===== src/rtl/sim_console.sv =====
// sim_console: memory-mapped simulation console (stdout FIFO, halt, cycle/instr counters)
// Latency: register reads one cycle (o_dout registered); a stdout byte is visible on o_tx_valid one cycle after its write
// Backpressure: o_stall while a RUN-state stdout write targets a full FIFO; bytes leave on o_tx_valid & i_tx_ready
//
// Ports:
//   i_clk, i_rstb, i_clk_en        clock, async active-low reset, global clock enable
//   i_addr, i_wr, i_rd, i_din      CPU data bus request; o_dout registered read data, o_stall wait request
//   i_instr_valid                  one pulse per retired instruction
//   o_tx_data, o_tx_valid, i_tx_ready  console byte stream
//   o_halt                         high once the system has halted and the console has drained
//
// Address map (A = all ones in AW bits): A HALT (wr), A-1 STDOUT (wr), A-2 STATUS (rd),
// A-3 CYCLES (rd), A-4 INSTRS (rd). Legal parameters: DW >= 16, CW <= DW, DEPTH a power of 2 >= 2
// and <= 255 so the level fits the 8-bit STATUS field.

// Generic synchronous FIFO; push/pop arrive already qualified with the clock enable.
// Latency: head entry visible the cycle after the push edge.
// Backpressure: pushes into a full FIFO and pops from an empty one are ignored.
module sim_console_fifo #(
  parameter int W     = 8,
  parameter int DEPTH = 16
) (
  input  logic                       clk,
  input  logic                       rstb,
  input  logic                       push,
  input  logic [W-1:0]               push_dat,
  input  logic                       pop,
  output logic [W-1:0]               head_dat,
  output logic [$clog2(DEPTH):0]     level,
  output logic                       full,
  output logic                       empty
);
  localparam int PW = $clog2(DEPTH);
  localparam int LW = PW + 1;

  logic [W-1:0]  mem [DEPTH];
  logic [PW-1:0] wr_ptr;
  logic [PW-1:0] rd_ptr;
  logic          do_push;
  logic          do_pop;

  assign empty   = (level == '0);
  assign full    = (level == LW'(DEPTH));
  assign do_push = push && !full;
  assign do_pop  = pop && !empty;
  // An empty FIFO presents zero so the byte output is clean out of reset.
  assign head_dat = empty ? '0 : mem[rd_ptr];

  // Storage needs no reset: nothing is visible until level says so.
  always_ff @(posedge clk) begin
    if (do_push) mem[wr_ptr] <= push_dat;
  end

  // Pointers are exactly PW bits wide, so they wrap modulo DEPTH on their own.
  always_ff @(posedge clk or negedge rstb) begin
    if (!rstb) begin
      wr_ptr <= '0;
      rd_ptr <= '0;
      level  <= '0;
    end else begin
      if (do_push) wr_ptr <= wr_ptr + PW'(1);
      if (do_pop)  rd_ptr <= rd_ptr + PW'(1);
      case ({do_push, do_pop})
        2'b10:   level <= level + LW'(1);
        2'b01:   level <= level - LW'(1);
        default: level <= level;
      endcase
    end
  end
endmodule

module sim_console #(
  parameter int AW    = 24,
  parameter int DW    = 32,
  parameter int DEPTH = 16,
  parameter int CW    = 32
) (
  input  logic          i_clk,
  input  logic          i_rstb,
  input  logic          i_clk_en,
  input  logic [AW-1:0] i_addr,
  input  logic          i_wr,
  input  logic          i_rd,
  input  logic [DW-1:0] i_din,
  output logic [DW-1:0] o_dout,
  output logic          o_stall,
  input  logic          i_instr_valid,
  output logic [7:0]    o_tx_data,
  output logic          o_tx_valid,
  input  logic          i_tx_ready,
  output logic          o_halt
);
  localparam int LW = $clog2(DEPTH) + 1;

  localparam logic [AW-1:0] ADDR_HALT   = '1;
  localparam logic [AW-1:0] ADDR_STDOUT = ADDR_HALT - AW'(1);
  localparam logic [AW-1:0] ADDR_STATUS = ADDR_HALT - AW'(2);
  localparam logic [AW-1:0] ADDR_CYCLES = ADDR_HALT - AW'(3);
  localparam logic [AW-1:0] ADDR_INSTRS = ADDR_HALT - AW'(4);

  typedef enum logic [1:0] {
    ST_RUN    = 2'd0,
    ST_DRAIN  = 2'd1,
    ST_HALTED = 2'd2
  } state_t;

  state_t        state;
  logic [CW-1:0] cyc_cnt;
  logic [CW-1:0] instr_cnt;

  logic          sel_halt;
  logic          sel_stdout;
  logic          in_run;
  logic          fifo_push;
  logic          fifo_pop;
  logic          fifo_full;
  logic          fifo_empty;
  logic [LW-1:0] fifo_level;
  logic [7:0]    fifo_head;
  logic [DW-1:0] rd_mux;
  logic          unused_din;

  assign sel_halt   = (i_addr == ADDR_HALT);
  assign sel_stdout = (i_addr == ADDR_STDOUT);
  assign in_run     = (state == ST_RUN);

  // Only the low byte of a stdout write is a character.
  assign unused_din = ^i_din[DW-1:8];

  // Stall is purely a function of the present level, so a pop in the same
  // cycle does not release it; the write lands on the following edge.
  // Once halting has begun, stdout writes are dropped rather than stalled.
  assign o_stall   = i_wr && sel_stdout && fifo_full && in_run;
  assign fifo_push = i_clk_en && i_wr && sel_stdout && in_run && !fifo_full;
  assign fifo_pop  = i_clk_en && o_tx_valid && i_tx_ready;

  assign o_tx_valid = !fifo_empty;
  assign o_tx_data  = fifo_head;

  sim_console_fifo #(
    .W     (8),
    .DEPTH (DEPTH)
  ) u_tx_fifo (
    .clk      (i_clk),
    .rstb     (i_rstb),
    .push     (fifo_push),
    .push_dat (i_din[7:0]),
    .pop      (fifo_pop),
    .head_dat (fifo_head),
    .level    (fifo_level),
    .full     (fifo_full),
    .empty    (fifo_empty)
  );

  // Read data source; undecoded and write-only addresses read as zero.
  always_comb begin
    rd_mux = '0;
    if (i_addr == ADDR_STATUS) begin
      rd_mux[15:8] = 8'(fifo_level);
      rd_mux[2]    = o_halt;
      rd_mux[1]    = fifo_full;
      rd_mux[0]    = fifo_empty;
    end else if (i_addr == ADDR_CYCLES) begin
      rd_mux = DW'(cyc_cnt);
    end else if (i_addr == ADDR_INSTRS) begin
      rd_mux = DW'(instr_cnt);
    end
  end

  // Control FSM, counters and registered read data. Counters wrap naturally
  // at 2^CW. The DRAIN->HALTED edge still counts as a DRAIN cycle.
  always_ff @(posedge i_clk or negedge i_rstb) begin
    if (!i_rstb) begin
      state     <= ST_RUN;
      o_halt    <= 1'b0;
      o_dout    <= '0;
      cyc_cnt   <= '0;
      instr_cnt <= '0;
    end else if (i_clk_en) begin
      if (i_rd) o_dout <= rd_mux;
      case (state)
        ST_RUN: begin
          cyc_cnt <= cyc_cnt + CW'(1);
          if (i_instr_valid) instr_cnt <= instr_cnt + CW'(1);
          if (i_wr && sel_halt) state <= ST_DRAIN;
        end
        ST_DRAIN: begin
          cyc_cnt <= cyc_cnt + CW'(1);
          // Level is the registered value, so a HALT written with an empty
          // FIFO spends exactly one cycle here before halting.
          if (fifo_empty) begin
            state  <= ST_HALTED;
            o_halt <= 1'b1;
          end
        end
        ST_HALTED: begin
          state <= ST_HALTED;
        end
        default: begin
          state  <= ST_RUN;
          o_halt <= 1'b0;
        end
      endcase
    end
  end
endmodule


===== config.mk =====
export PLATFORM = sky130hd
export DESIGN_NAME = sim_console
export DESIGN_NICKNAME = d
export VERILOG_FILES = /design/src/rtl/sim_console.sv
export SDC_FILE = /design/constraint.sdc
export NUM_CORES = 1
export LEC_CHECK = 0
export BUFFER_PORTS_ARGS = -buffer_cell sky130_fd_sc_hd__buf_2
export CAP_MARGIN = 40
export CORE_ASPECT_RATIO = 0.5
export CORE_MARGIN = 2
export CORE_UTILIZATION = 59
export DETAILED_ROUTE_END_ITERATION = 6
export GPL_TIMING_DRIVEN = 0
export PLACE_DENSITY = 0.81
export SKIP_CTS_REPAIR_TIMING = 1
export SLEW_MARGIN = 20
export SYNTH_ARGS = -nofsm -noshare
export SYNTH_HDL_FRONTEND = slang
export SYNTH_SLANG_ARGS = --single-unit
export TNS_END_PERCENT = 100

===== constraint.sdc =====
create_clock -name i_clk -period 9.1 [get_ports i_clk]
set_input_delay 2.73 -clock i_clk [delete_from_list [all_inputs] [get_ports i_clk]]
set_output_delay 2.73 -clock i_clk [all_outputs]
set_load 0.01 [all_outputs]

==> impl_metrics.toml, run 1 <==
[cells_and_area]
antenna_cells = 0
nets = 943
instances_no_fill = 1115
utilization_pct = 69.8
drive_above_1_share_pct = 23.7
stdcell_area_sq_um = 12200
area_delta_synth_final_pct = 15.7

[critical_path]
required_ns = 6.37
crit_buf_inv = 2
cp-start-kind = "input port"
slowest_delay_ns = 0.77
crit_slowest_cell = "nor4_2"
worst_ep_arrival_time_ns = 4.31
path_cells = "buf_2 -> nand4_1 -> nor4_2 -> nand3_1 -> nor4_1 -> buf_2"
crit_fanout = 9
cp_top_family = "simple AND/OR/NAND/NOR gates"
crit_top_cell = "buf_2"
path_depth = 6
end_kind = "primary output"
critPathKind = "in -> out"
rr_worst_depth = 13

[pwr]
leakage_nw = 4.83
pwr-share-seq_pct = 44.0
internal_power_mw = 1.99
pwr-share-clk_pct = 35.2
p_comb_share_pct = 20.8
power.switching_mw = 0.717
swShare_pct = 26.5
ir_worst_vdd_uv = 156
powerDensity_nw_per_um2 = 222

[drt]
first_pass_iters = 5
routed_wl_um = 23400
vias = 6839
avgRoutedWirePerCell_um = 21.0
first_iter_violations = 481
via_per_inst = 6.13
drc = 0
postRouteAntennaNets = 0

[synth]
synth_most_common_cell = "edfxtp_1"
syn_area_per_cell_sq_um = 14.1
synth_nets = 825
yosysSeqAreaShare_pct = 63.1
synth-seq-cells = 240
syn_inst = 749
netlist_top_cells_area = "edfxtp_1 (37%), dfrtp_1 (27%), mux4_2 (6.8%), xnor2_1 (3.9%), xor2_1 (2.3%)"
ys.flop_type = "edfxtp_1"
async_flop_share_pct = 46.7
yosys.area.top_type = "edfxtp_1"
synth_area_sq_um = 10500
synth_common_cells = "edfxtp_1 (128), dfrtp_1 (112), nand2_1 (61), xnor2_1 (47), mux4_2 (32)"
synth_top_cell_area_share_pct = 36.5
ys_warn_count = 0
synth_edf_count = 128
yosysUniqueCellTypes = 49

[global_routing]
grt_pass1_wl_um = 37600
grt_antenna_before_repair = 0
gr-total-overflow = 0
gr-usage-all-layers_pct = 25.7
grt_max_degree = 76
grt_pass1_vias = 7007

[sta]
min_period_ns = 7.04
finalSetupViolations = 0
fin_setup_tns_ns = 0
slew_headroom_pct = 41.4
report.final.slew_viol_count = 0
fin_crit_sh_pct = 77.3
fmax_mhz = 142
clock_skew_ns = 0.0124
whs_ns = 0.475
rsz0062_at_grt = "no"
worstMarginPinSlew_ns = 0.872
hold_viol_final = 0

[worst_hold_path]
min_path_cells = 1
worstHoldPathType = "reg -> reg"

[clock_network]
insertion_delay_ns = 0.50
cts.sinks = 240
cts.clk_slew.worst_paths_ns = 0.07
cts-buffers-inserted = 21
cts_tree = "done"
htreeDepth = 1
cts_buffer_depth = 3
cts.root.buffer_cell = "clkbuf_16"

[floorplan]
die_x_um = 193
io_pins = 106
std_cell_rows = 34
fp.dieH_um = 98.5
initial_core_util_pct = 60.4
die_area_sq_um = 19000
core_sq_um = 17400

[outcome]
status = "complete, no violations"

[placement]
dp_cells = 1070
io_buffers = 80
post_dp_cell_area_sq_um = 11400
hpwl_um = 15800
place_congestion = 0.853

[job]
maxCapViolCount = 0
==> worst paths after layout <==
check / startpoint / end / slack [ns]
min in group asynchronous: i_rstb / instr_cnt[6]$_DFFE_PN0P_ / 2.13
setup reg to reg: u_tx_fifo.level[1]$_DFFE_PN0P_ / u_tx_fifo.level[4]$_DFFE_PN0P_ / 5.51
hold reg to reg: cyc_cnt[31]$_DFFE_PN0P_ / cyc_cnt[31]$_DFFE_PN0P_ / 0.47
setup / recovery: i_addr[6] / o_stall / 2.06
hold / removal: cyc_cnt[31]$_DFFE_PN0P_ / cyc_cnt[31]$_DFFE_PN0P_ / 0.47
max in group asynchronous: i_rstb / u_tx_fifo.level[2]$_DFFE_PN0P_ / 6.30
==> power by group through the flow <==
stage / Clock [mW] / Combinational [mW] / Sequential, mW
4_1_cts: 0.965 / 0.566 / 1.19
3_5_place_dp: 0 / 0.558 / 1.21
6_report: 0.952 / 0.562 / 1.19
5_1_grt: 1.01 / 0.607 / 1.19
3_3_place_gp: 0 / 0.535 / 1.21
2_1_floorplan: 0 / 0.386 / 1.20
==> metrics by stage <==
step / setup slack, ns / power, mW
4_1_cts: 2.06 / 2.72
3_5_place_dp: 2.05 / 1.77
2_1_floorplan: 2.41 / 1.59
6_report: 2.06 / 2.70
5_1_grt: 1.88 / 2.81
3_3_place_gp: 2.04 / 1.74
==> metal layers <==
metal | GRT usage (%) | up-vias | wire [um]
met5 | 0 | - | 0
met4 | 5.83 | 0 | 547
met3 | 3.95 | 46 | 1350
met2 | 42.6 | 202 | 11300
met1 | 36.5 | 3493 | 10200
li1 | - | 3098 | -
==> cell type report <==
class / instances / area [sq um]
Inverter: 21 / 78.8
Timing Repair Buffer: 95 / 538
Sequential cell: 240 / 6650
Tap cell: 234 / 293
Fill cell: 1201 / 5270
Multi-Input combinational cell: 445 / 3690
Clock inverter: 11 / 159
Clock buffer: 26 / 574
Buffer: 43 / 195
==> cells in the final DEF (no fill, tap or decap), types with 5 or more instances in the layout <==
cell type	n
a21oi_1	6
a22o_1	6
a22oi_1	29
and3_1	10
buf_2	93
buf_4	11
clkbuf_1	27
clkbuf_16	21
clkinv_2	6
dfrtp_1	112
edfxtp_1	128
ha_1	13
inv_1	21
mux2_2	6
mux2i_1	17
mux4_2	32
nand2_1	61
nand3_1	24
nand4_1	30
nor2_1	12
nor2b_1	5
nor3_1	6
nor3_2	12
nor4_1	13
nor4_2	9
o21ai_0	11
o22ai_1	8
o31ai_1	25
xnor2_1	47
xor2_1	28
==> flip-flops by register name, indices dropped and copies added (netlist names) <==
name / flops
instr_cnt: 32
u_tx_fifo.wr_ptr: 4
u_tx_fifo.mem: 128
u_tx_fifo.level: 5
o_dout: 32
u_tx_fifo.rd_ptr: 4
state: 2
cyc_cnt: 32
o_halt: 1
==> kinds of logic after synthesis <==
family / after synthesis / synth area share (%)
muxes: 55 / 9.10
buffers and inverters: 64 / 2.60
and+or+nand+nor: 207 / 10.9
AOI/OAI and AO/OA: 95 / 6.44
DFF: 240 / 63.1
xor gates and xnor gates: 75 / 6.24
adders and majority gates: 13 / 1.55
(Power assumes the default switching activity.)
==> run 2, diff against run 1 <==
Settings changed: ABC_AREA from default to 1, PLACE_DENSITY 0.81 to 0.8.
Clock period 9.1 ns to 6.6 ns, I/O delays scaled along.
==> impl_metrics.toml, run 2 <==
[cells_and_area]
area_delta_synth_final_pct = 12.6
layout_commonest_cell = "nand2_1"
stdcell_area_sq_um = 13500
drive_above_1_share_pct = 12.6
largest_register_ff_count = 128
antenna_cells = 0
fillerInstances = 1541
largest-register = "u_tx_fifo.mem"
multi_input_area_sq_um = 4750
nets = 1572
register_area_sq_um = 6650
final_cell_mix = "nand2_1 (449), nor2_1 (209), edfxtp_1 (128)"

[synth]
netlist_top_cells_area = "edfxtp_1 (32%), dfrtp_1 (23%), nand2_1 (14%), nor2_1 (6.6%), nand3_1 (4.6%)"
synth_nets = 1465
async_flop_share_pct = 46.7
ys.flop_type = "edfxtp_1"
yosysUniqueCellTypes = 42
syn_area_per_cell_sq_um = 8.62
synth_edf_count = 128
ys_warn_count = 0
synth_most_common_cell = "nand2_1"
yosys.area.top_type = "edfxtp_1"
synth-seq-cells = 240
yosysSeqAreaShare_pct = 55.5
synth_common_cells = "nand2_1 (449), nor2_1 (209), edfxtp_1 (128), dfrtp_1 (112), nand3_1 (110)"
synth_area_sq_um = 12000
syn_inst = 1389
synth_top_cell_area_share_pct = 32.1

[clock_network]
cts.root.buffer_cell = "clkbuf_16"
htreeDepth = 1
cts.clk_slew.worst_paths_ns = 0.06
cts-buffers-inserted = 22
insertion_delay_ns = 0.51
cts_buffer_depth = 3
cts_tree = "done"
cts.sinks = 240

[drt]
avgRoutedWirePerCell_um = 17.0
postRouteAntennaNets = 0
via_per_inst = 5.56
first_iter_violations = 815
routed_wl_um = 30100
vias = 9879
first_pass_iters = 6
drc = 0

[sta]
report.final.slew_viol_count = 0
finalSetupViolations = 0
rsz0062_at_grt = "no"
fin_crit_sh_pct = 78.0
clock_skew_ns = 0.0110
slew_headroom_pct = 46.8
fin_setup_tns_ns = 0
whs_ns = 0.470
setup_ws_ns = 1.45
hold_viol_final = 0
worstMarginPinSlew_ns = 0.795
fmax_mhz = 194
min_period_ns = 5.15

[global_routing]
grt_pass1_wl_um = 48900
grt_max_degree = 81
grt_pass1_vias = 9542
gr-usage-all-layers_pct = 28.9
grt_antenna_before_repair = 0
gr-total-overflow = 0

[critical_path]
required_ns = 4.62
cp-start-kind = "input port"
worst_ep_arrival_time_ns = 3.17
cp_top_family = "simple AND/OR/NAND/NOR gates"
end_kind = "primary output"
crit_slowest_cell = "nor3_1"
slowest_delay_ns = 0.38
crit_fanout = 4
path_cells = "buf_2 -> inv_1 -> nand2_1 -> nor3_1 -> nand2_1 -> nor3_1 -> buf_2"
critPathKind = "in -> out"
crit_buf_inv = 3

[placement]
post-place-ws_ns = 1.52
io_buffers = 81
hpwl_um = 21800
post_dp_cell_area_sq_um = 12700
place_congestion = 0.917

[pwr]
power_mw = 3.31
leakage_nw = 5.80
powerDensity_nw_per_um2 = 246
ir_worst_vdd_uv = 160

[outcome]
status = "complete, no violations"

[floorplan]
initial_core_util_pct = 60.8
die_area_sq_um = 21500
io_pins = 106
fp.dieH_um = 105
std_cell_rows = 36
die_x_um = 205
core_sq_um = 19700

[job]
maxCapViolCount = 0

[worst_hold_path]
worstHoldPathType = "reg -> reg"
==> run 2: cell types whose count changed in the layout (fill, tap and decap cells not counted), moves of 33 or more <==
cell	previous run	this run
inv_1	21	84
o21ai_0	11	75
nand2_1	61	449
xnor2_1	47	14
nand3_1	24	110
nor2_1	12	209
==> run 2: layout make-up <==
type	count	area share, %
Buffer	43	1.69
Clock buffer	28	4.40
Clock inverter	11	0.966
Inverter	91	2.54
Multi-Input combinational cell	1015	35.3
Sequential cell	240	49.3
Tap cell	266	2.47
Timing Repair Buffer	83	3.32
==> run 2: worst register-to-register path: cells and delay by family, from the launching register on <==
kind          cells  cell delay [ns]
simple gates     10             0.86
fa+ha+maj         3             0.68
buf+inv           4             0.44
flops             1             0.41
xor+xnor          1             0.24
==> run 2: report_power, final <==
group	leakage, nW	internal [mW]	switching, mW	total, mW
clock network	0.342	0.721	0.562	1.28
logic	2.81	0.0892	0.213	0.302
registers	2.64	1.64	0.0823	1.72
==> run 2: worst paths after layout <==
kind / start / endpoint / slack [ns] / cells after the start
worst max-delay path: i_addr[0] / o_stall / 1.45 / 7
worst min-delay path: cyc_cnt[31]$_DFFE_PN0P_ / cyc_cnt[31]$_DFFE_PN0P_ / 0.47 / 1
worst max register to register: state[1]$_DFFE_PN0P_ / u_tx_fifo.level[4]$_DFFE_PN0P_ / 3.86 / 18
worst min register to register: cyc_cnt[31]$_DFFE_PN0P_ / cyc_cnt[31]$_DFFE_PN0P_ / 0.47 / 1
max in group asynchronous: i_rstb / o_dout[0]$_DFFE_PN0P_ / 4.55 / 2
min in group asynchronous: i_rstb / cyc_cnt[30]$_DFFE_PN0P_ / 1.35 / 1
==> run 2: per-layer routing <==
metal | wire (um) | GRT usage (%) | share of wire (%)
met1 | 12700 | 39.2 | 42
met2 | 14400 | 48.8 | 48
met3 | 2070 | 3.81 | 6.9
met4 | 974 | 8.79 | 3.2
met5 | 0 | 0 | 0
==> run 2: kinds of logic after synthesis <==
logic type,count (synthesis),synth area share [%]
simple gates,830,29.3
flops,240,55.5
buf+inv,134,4.76
compound gates,128,5.82
xor+xnor,44,3.22
fa+ha+maj,13,1.36
==> run 2: metrics by stage <==
stage               instances  util [%]
global route             1777      68.4
floorplan                1389         -
global placement         1736      64.6
detailed placement       1737      64.7
finish                   1777      68.4
CTS                      1776      68.4
